==> src/rtl/wl_rom_arb.sv <==
// ---------------------------------------------------------------------------
// wl_rom_arb
//   Round-robin arbiter sharing one single-port lookup ROM between NREQ
//   requesters. At most one read is granted per cycle; the ROM en/addr pins
//   are driven from registers and each ROM result is steered back to the
//   requester that issued it, two cycles after the handshake edge.
//
// Ports
//   clk        system clock, rising edge
//   rst_n      asynchronous active-low reset
//   arb_en     1 = arbitration enabled, 0 = no new grants
//   req_valid  per-requester read request
//   req_addr   requester i address at [i*AW +: AW]
//   req_ready  one-hot grant (combinational)
//   rsp_valid  one-hot, 1-cycle pulse marking the owner of rsp_data
//   rsp_data   ROM result, shared by all requesters
//   rom_en     to ROM en
//   rom_addr   to ROM addr
//   rom_dout   from ROM dout (registered inside the ROM, 1-cycle read)
//   busy       1 while any read is in flight
// ---------------------------------------------------------------------------
module wl_rom_arb #(
  parameter int DW   = 8,
  parameter int AW   = 8,
  parameter int NREQ = 4
) (
  input  logic               clk,
  input  logic               rst_n,
  input  logic               arb_en,
  input  logic [NREQ-1:0]    req_valid,
  input  logic [NREQ*AW-1:0] req_addr,
  output logic [NREQ-1:0]    req_ready,
  output logic [NREQ-1:0]    rsp_valid,
  output logic [DW-1:0]      rsp_data,
  output logic               rom_en,
  output logic [AW-1:0]      rom_addr,
  input  logic [DW-1:0]      rom_dout,
  output logic               busy
);

  localparam int IW = (NREQ > 1) ? $clog2(NREQ) : 1;

  logic [IW-1:0] ptr;
  logic [IW-1:0] ptr_nxt;
  logic [IW-1:0] cand;
  logic          grant_hit;
  logic [IW-1:0] grant_id;
  logic [AW-1:0] grant_addr;

  // Per-read pipeline: tag0 = ISSUED (ROM address presented),
  // tag1 = ROMRD (ROM output register loaded, response this cycle).
  logic          tag0_v;
  logic [IW-1:0] tag0_id;
  logic          tag1_v;
  logic [IW-1:0] tag1_id;

  // Scan from ptr upward, wrapping; the first asserted request wins.
  always_comb begin
    grant_hit = 1'b0;
    grant_id  = '0;
    cand      = '0;
    req_ready = '0;
    for (int k = 0; k < NREQ; k++) begin
      cand = IW'((int'(ptr) + k) % NREQ);
      if (arb_en && !grant_hit && req_valid[cand]) begin
        grant_hit = 1'b1;
        grant_id  = cand;
      end
    end
    if (grant_hit) req_ready[grant_id] = 1'b1;
  end

  always_comb begin
    grant_addr = '0;
    for (int i = 0; i < NREQ; i++) begin
      if (grant_id == IW'(i)) grant_addr = req_addr[i*AW +: AW];
    end
  end

  assign ptr_nxt = (grant_id == IW'(NREQ - 1)) ? '0 : grant_id + 1'b1;

  always_ff @(posedge clk or negedge rst_n) begin
    if (!rst_n) begin
      ptr      <= '0;
      rom_en   <= 1'b0;
      rom_addr <= '0;
      tag0_v   <= 1'b0;
      tag0_id  <= '0;
      tag1_v   <= 1'b0;
      tag1_id  <= '0;
    end else begin
      rom_en  <= grant_hit;
      tag0_v  <= grant_hit;
      tag1_v  <= tag0_v;
      tag1_id <= tag0_id;
      if (grant_hit) begin
        rom_addr <= grant_addr;
        tag0_id  <= grant_id;
        ptr      <= ptr_nxt;
      end
    end
  end

  // Decode of the registered tag1 stage, aligned with the ROM output register.
  always_comb begin
    rsp_valid = '0;
    if (tag1_v) rsp_valid[tag1_id] = 1'b1;
  end

  assign rsp_data = rom_dout;
  assign busy     = rom_en | tag0_v | tag1_v;

endmodule

==> config.mk <==
export PLATFORM = sky130hd
export DESIGN_NAME = wl_rom_arb
export DESIGN_NICKNAME = d
export VERILOG_FILES = /design/src/rtl/wl_rom_arb.sv
export SDC_FILE = /design/constraint.sdc
export NUM_CORES = 1
export LEC_CHECK = 0
export CELL_PAD_IN_SITES_DETAIL_PLACEMENT = 0
export CELL_PAD_IN_SITES_GLOBAL_PLACEMENT = 1
export CORE_ASPECT_RATIO = 0.9
export CORE_MARGIN = 2
export CORE_UTILIZATION = 25
export DETAILED_ROUTE_END_ITERATION = 12
export PLACE_DENSITY_LB_ADDON = 0.1
export SLEW_MARGIN = 20
export SYNTH_ARGS = -nofsm -noshare
export SYNTH_HDL_FRONTEND = slang
export SYNTH_SLANG_ARGS = --single-unit
==> constraint.sdc <==
create_clock -name clk -period 3.2 [get_ports clk]
set_input_delay 0.64 -clock clk [delete_from_list [all_inputs] [get_ports clk]]
set_output_delay 0.64 -clock clk [all_outputs]
set_load 0.02 [all_outputs]
======== Word-level counts from Yosys, hierarchy flattened ========
Cells that the tools add are included.
W data, S select, Z words.
cells by class
  add/sub/neg operators ................... 4
  $mul .................................... 0
  divide/modulo/power cells ............... 0
  magnitude comparators ................... 8
  eq/ne operators ......................... 3
  shift operators ......................... 0
  muxes and demuxes ....................... 27
  bitwise operators ....................... 1
  reductions and logical operators ........ 13
operators by type and width
  kind                   count
  $mux W8                4
  $lt A2 B3 Y1 const B   6
  $mux W1                10
  $mux W2                5
  $logic_and A1 B1 Y1    9
  $bmux W1 S2            4
  $mux W4                2
  $add A2 B1 Y2 const B  2
  $add A2 B2 Y2 const B  2
  $demux W1 S2           2
  $eq A2 B2 Y1 const B   2
  $ge A2 B1 Y1 const B   2
  $logic_not A1 Y1       3
  $eq A2 B1 Y1 const B   1
  $logic_not A2 Y1       1
  $or A1 B1 Y1           1
word-level totals
  bits in registers ....................... 16
  latch bits .............................. 0
  RAM bits ................................ 0
  ROM bits ................................ 0
  input port bits ......................... 47
  output and inout bits ................... 26
  memories ................................ 0

======== Longest topological paths before layout ========
Gate-level depths: netlist (run 1).
  word-level depth ........................ 21
  gate-level depth with buffers ........... 12
  gate-level depth less buffers ........... 9

======== Least setup slack after synthesis (run 1) ========
No wires, ideal clock.
  kind .................................... in2out
  start point ............................. input port req_valid[0]
  end point ............................... output port req_ready[3]
  data arrival time ....................... 2247 ps
  slack ................................... 313 ps
  cell stages on the path ................. 7
  cells stage by stage .................... or2b_1 o21ai_0 a211oi_1 ha_1 clkbuf_1 clkbuf_1 and2_1
on the way
  cells in the longest elaborated chain, start to end .. 21
  elaborated cells between the ends (all ways) .. 32
  those cells by class .................... 2 x order compare; 19 x mux; 11 x reduce/logical
ends and longest elaborated chain
  item                                                                RTL line  source
  from (decl)                                                         30        input logic [NREQ-1:0] req_valid,
  $bmux W1 S2                                                         65        if (arb_en && !grant_hit && req_valid[cand]) begin
  $mux W1 (not written as such)                                       65
  $logic_and A1 B1 Y1                                                 65
  $mux W1                                                             65
  $logic_not A1 Y1                                                    65
  $logic_and A1 B1 Y1 (2 in series)                                   65
  $mux W1                                                             65
  $logic_not A1 Y1                                                    65
  [... 4 more ...]                                                    n/a
  $logic_and A1 B1 Y1 (2 in series)                                   65
  $mux W2 (*)                                                         65
  via grant_id[0]                                                     47        logic [IW-1:0] grant_id;
  $lt A2 B3 Y1 (not written as such) or $ge A2 B1 Y1 (tied branches)  70        if (grant_hit) req_ready[grant_id] = 1'b1;
  $logic_and A1 B1 Y1 (not written as such)                           70
  $mux W1 (not written as such)                                       70
  $demux W1 S2 (*)                                                    70
  $mux W4 (*)                                                         70
  to (decl)                                                           32        output logic [NREQ-1:0] req_ready,
The timed path passes the listed nets; every way through them passes the cells marked *. The select of a mux whose other input is x is not followed.

======== Worst setup path after layout (run 1) ========
Ends and elaborated chain as after synthesis.

==> flow_metrics.tcl, run 1 <==
set metrics [dict create \
    outcome "finished clean" \
    async_flop_share_pct 100 \
    globalplace.congestion 0.695 \
    endpoint_kind "primary output" \
    clk_latency_ns 0.25 \
    period_minus_slack_ns 3.07 \
    synthCells 127 \
    syn_to_final_growth_pct 61.5 \
    hold_viol 0 \
    ys_top_cells_by_count "dfrtp_1, nand2_1, inv_1" \
    cts_tree "done" \
    die_x_um 74.5 \
    powerDensity_nw_per_um2 469 \
    grt_util_met3_pct 2.84 \
    path_class "in -> out" \
    worstPathMaxFanout 9 \
    drt_pass1_iterations 4 \
    hpwlAfterDp_mm 2.56 \
    leakagePower_nw 0.799 \
    initial_utilization_pct 25.6 \
    via_count 1129 \
    slowest_delay_ns 0.42 \
    synth_area_leaders "dfrtp_1, a211o_1, a221oi_1" \
    design_area_um2 1810 \
    grt_overflow 0 \
    numCtsBuffers 3 \
    synth.avg_cell_area_um2 8.81 \
    htreeDepth 1 \
    clock-sinks 16 \
    antenna_found_initial 0 \
    setup_violations 0 \
    cp.arrival_ns 2.43 \
    dpl_cell_area_um2 1730 \
    cts.root.buffer_cell "clkbuf_8" \
    wl_per_cell_um 13.2 \
    cp-start-kind "primary input" \
    synth.distinct_cells 36 \
    fin_ws_ns 0.135 \
    grt_util_met2_pct 22.5 \
    grtUsageMet1_pct 18.2 \
    min_path_type "reg -> reg" \
    synth_top_area_share_pct 35.8 \
    wirelength_mm 3.26 \
    finalCritPeriodShare_pct 95.8 \
    clockBufferDepth 2 \
    grt_max_degree 17 \
    drv_cap 0 \
    power_mw 0.848 \
    fp.dieH_um 67.5 \
    io_pins 73 \
    ys_ff_latch 16 \
    drc_errors 0 \
    fmax_ghz 0.326 \
    synth_nets 178 \
    num_antenna_cells 0 \
    numPortBuffers 56 \
    max-vdd-ir-drop_uv 165 \
    ys.warnings.count 0 \
    via_per_inst 4.57 \
    drive_gt1_share_pct 16.8 \
    finClkSkew_ns 0.00139 \
    cp_slowest_cell "a2111oi_4" \
    worst_pin_slew_ns 0.691 \
    grtUsageTotal_pct 13.6 \
    netlist_area_um2 1120 \
    core_um2 4370 \
    dieArea_um2 5030 \
    grt_pass1_wl_mm 5.20 \
    synth_seq_area_share_pct 35.8 \
    setup_tns_ns 0 \
    gr-max-usage-layer "met2" \
    rows 23 \
    post-place-ws_ns -0.478 \
    cp_cell_sequence "clkdlybuf4s15_1 -> nand3b_1 -> o311ai_1 -> a2111oi_4 -> buf_4 -> buf_4 -> ha_1 -> and2_1 -> buf_2" \
    critPathBufInv 4 \
    yosysMostFrequentCell "dfrtp_1" \
    clk_pin_slew_worst_paths_ns 0.06 \
    crit_required_ns 2.56 \
    synth-edff-count 0 \
    crit_top_cell "buf_4" \
    drtIter0Drc 52 \
    yosys.area.top_type "dfrtp_1" \
    synth_flop_cell "dfrtp_1" \
    ant_nets 0 \
    fillCellCount 443 \
    nets 237 \
    grt_pass1_vias 1108 \
    slew_headroom_pct 53.8 \
    rsz0062_at_grt "false" \
    finalMaxSlewViolations 0 \
    crit_family "buffers and inverters" \
]
==> cell type report <==
| class | instances | area [um2] | area share (%) |
|---|---|---|---|
| repair buffers | 71 | 654 | 36.2 |
| well taps | 62 | 77.6 | 4.29 |
| clock buffers | 4 | 55.1 | 3.05 |
| flip-flops and latches | 16 | 400 | 22.2 |
| multi-input cells | 81 | 571 | 31.6 |
| inverters | 13 | 48.8 | 2.70 |
==> metrics by stage <==
step	std cells	util (%)	hold slack (ns)
5_1_grt	247	41.3	0.408
2_1_floorplan	127	-	0.344
3_3_place_gp	240	39.5	0.366
4_1_cts	247	41.3	0.382
6_report	247	41.3	0.389
3_5_place_dp	240	39.5	0.368
==> worst paths after layout <==
kind	slack (ns)	endpoint	cells after the start	start
min in group asynchronous	0.81	tag1_id[1]	1	rst_n
max in group asynchronous	1.95	rom_addr[3]	1	rst_n
hold reg to reg	0.39	tag1_id[1]	0	tag0_id[1]
hold / removal	0.39	tag1_id[1]	0	tag0_id[1]
setup / recovery	0.13	req_ready[3]	9	req_valid[0]
setup reg to reg	0.47	rom_addr[0]	12	ptr[1]
==> cells by family after synthesis <==
kind of cell	share of synthesized area [%]
and+or+nand+nor	18.9
AOI/OAI and AO/OA	24.8
buffers and inverters	15.1
DFF	35.8
adders and majority gates	4.47
muxes	0.895
==> where the power goes <==
part	switching (mW)	leakage [nW]	total (mW)	internal (mW)
Clock	0.0690	0.0288	0.178	0.109
Combinational	0.182	0.583	0.386	0.204
Sequential	0.0379	0.188	0.284	0.246
Total	0.289	0.799	0.848	0.559
==> state kept, by name, summed over array words and instances, names as in the netlist <==
signal,cells
tag1_v,1
ptr,2
tag0_v,1
tag0_id,2
rom_addr,8
tag1_id,2
==> worst register-to-register path: stages, from the launching register on <==
cell,delay [ns]
dfrtp_1,0.49
nand3b_1,0.15
o311ai_1,0.17
a2111oi_4,0.42
buf_4,0.18
inv_1,0.05
ha_1,0.18
buf_4,0.17
nor2b_1,0.11
buf_4,0.16
a221oi_1,0.09
a211o_1,0.31
a31oi_1,0.17
==> layer usage <==
| metal | wire length (um) | up-vias |
|---|---|---|
| met4 | 46 | 0 |
| met3 | 218 | 6 |
| met5 | 0 | - |
| met2 | 1580 | 56 |
| met1 | 1420 | 514 |
| li1 | - | 553 |
==> layout by cell type (no fill, tap or decap), types with 2 or more instances in the layout <==
cell type	Yosys	routed
clkdlybuf4s50_1	0	49
dfrtp_1	16	16
buf_4	9	15
nand2_1	14	14
inv_1	12	12
nor2_1	11	11
a221oi_1	8	8
a211o_1	8	8
a31oi_1	8	8
and2_1	4	4
ha_1	4	4
clkbuf_8	1	4
clkbuf_2	1	3
a21oi_1	3	2
nand3b_1	2	2
a21o_1	2	2
==> timing repair <==
item / 4_1_cts / 5_1_grt
gates resized for setup: 14 / 7
gates cloned: 0 / 0
hold buffers: 0 / 0
setup endpoints to repair: 4 / 4
pin swaps: 2 / 1
setup buffers: 3 / 0
No activity file was read; power rests on OpenSTA's default activity.
==> run 2: changes to the inputs <==
ABC_CLOCK_PERIOD_IN_PS = 3200   (was unset)
==> results of run 2 <==
No change in the layout: final DEF, timing and power equal those of run 1.
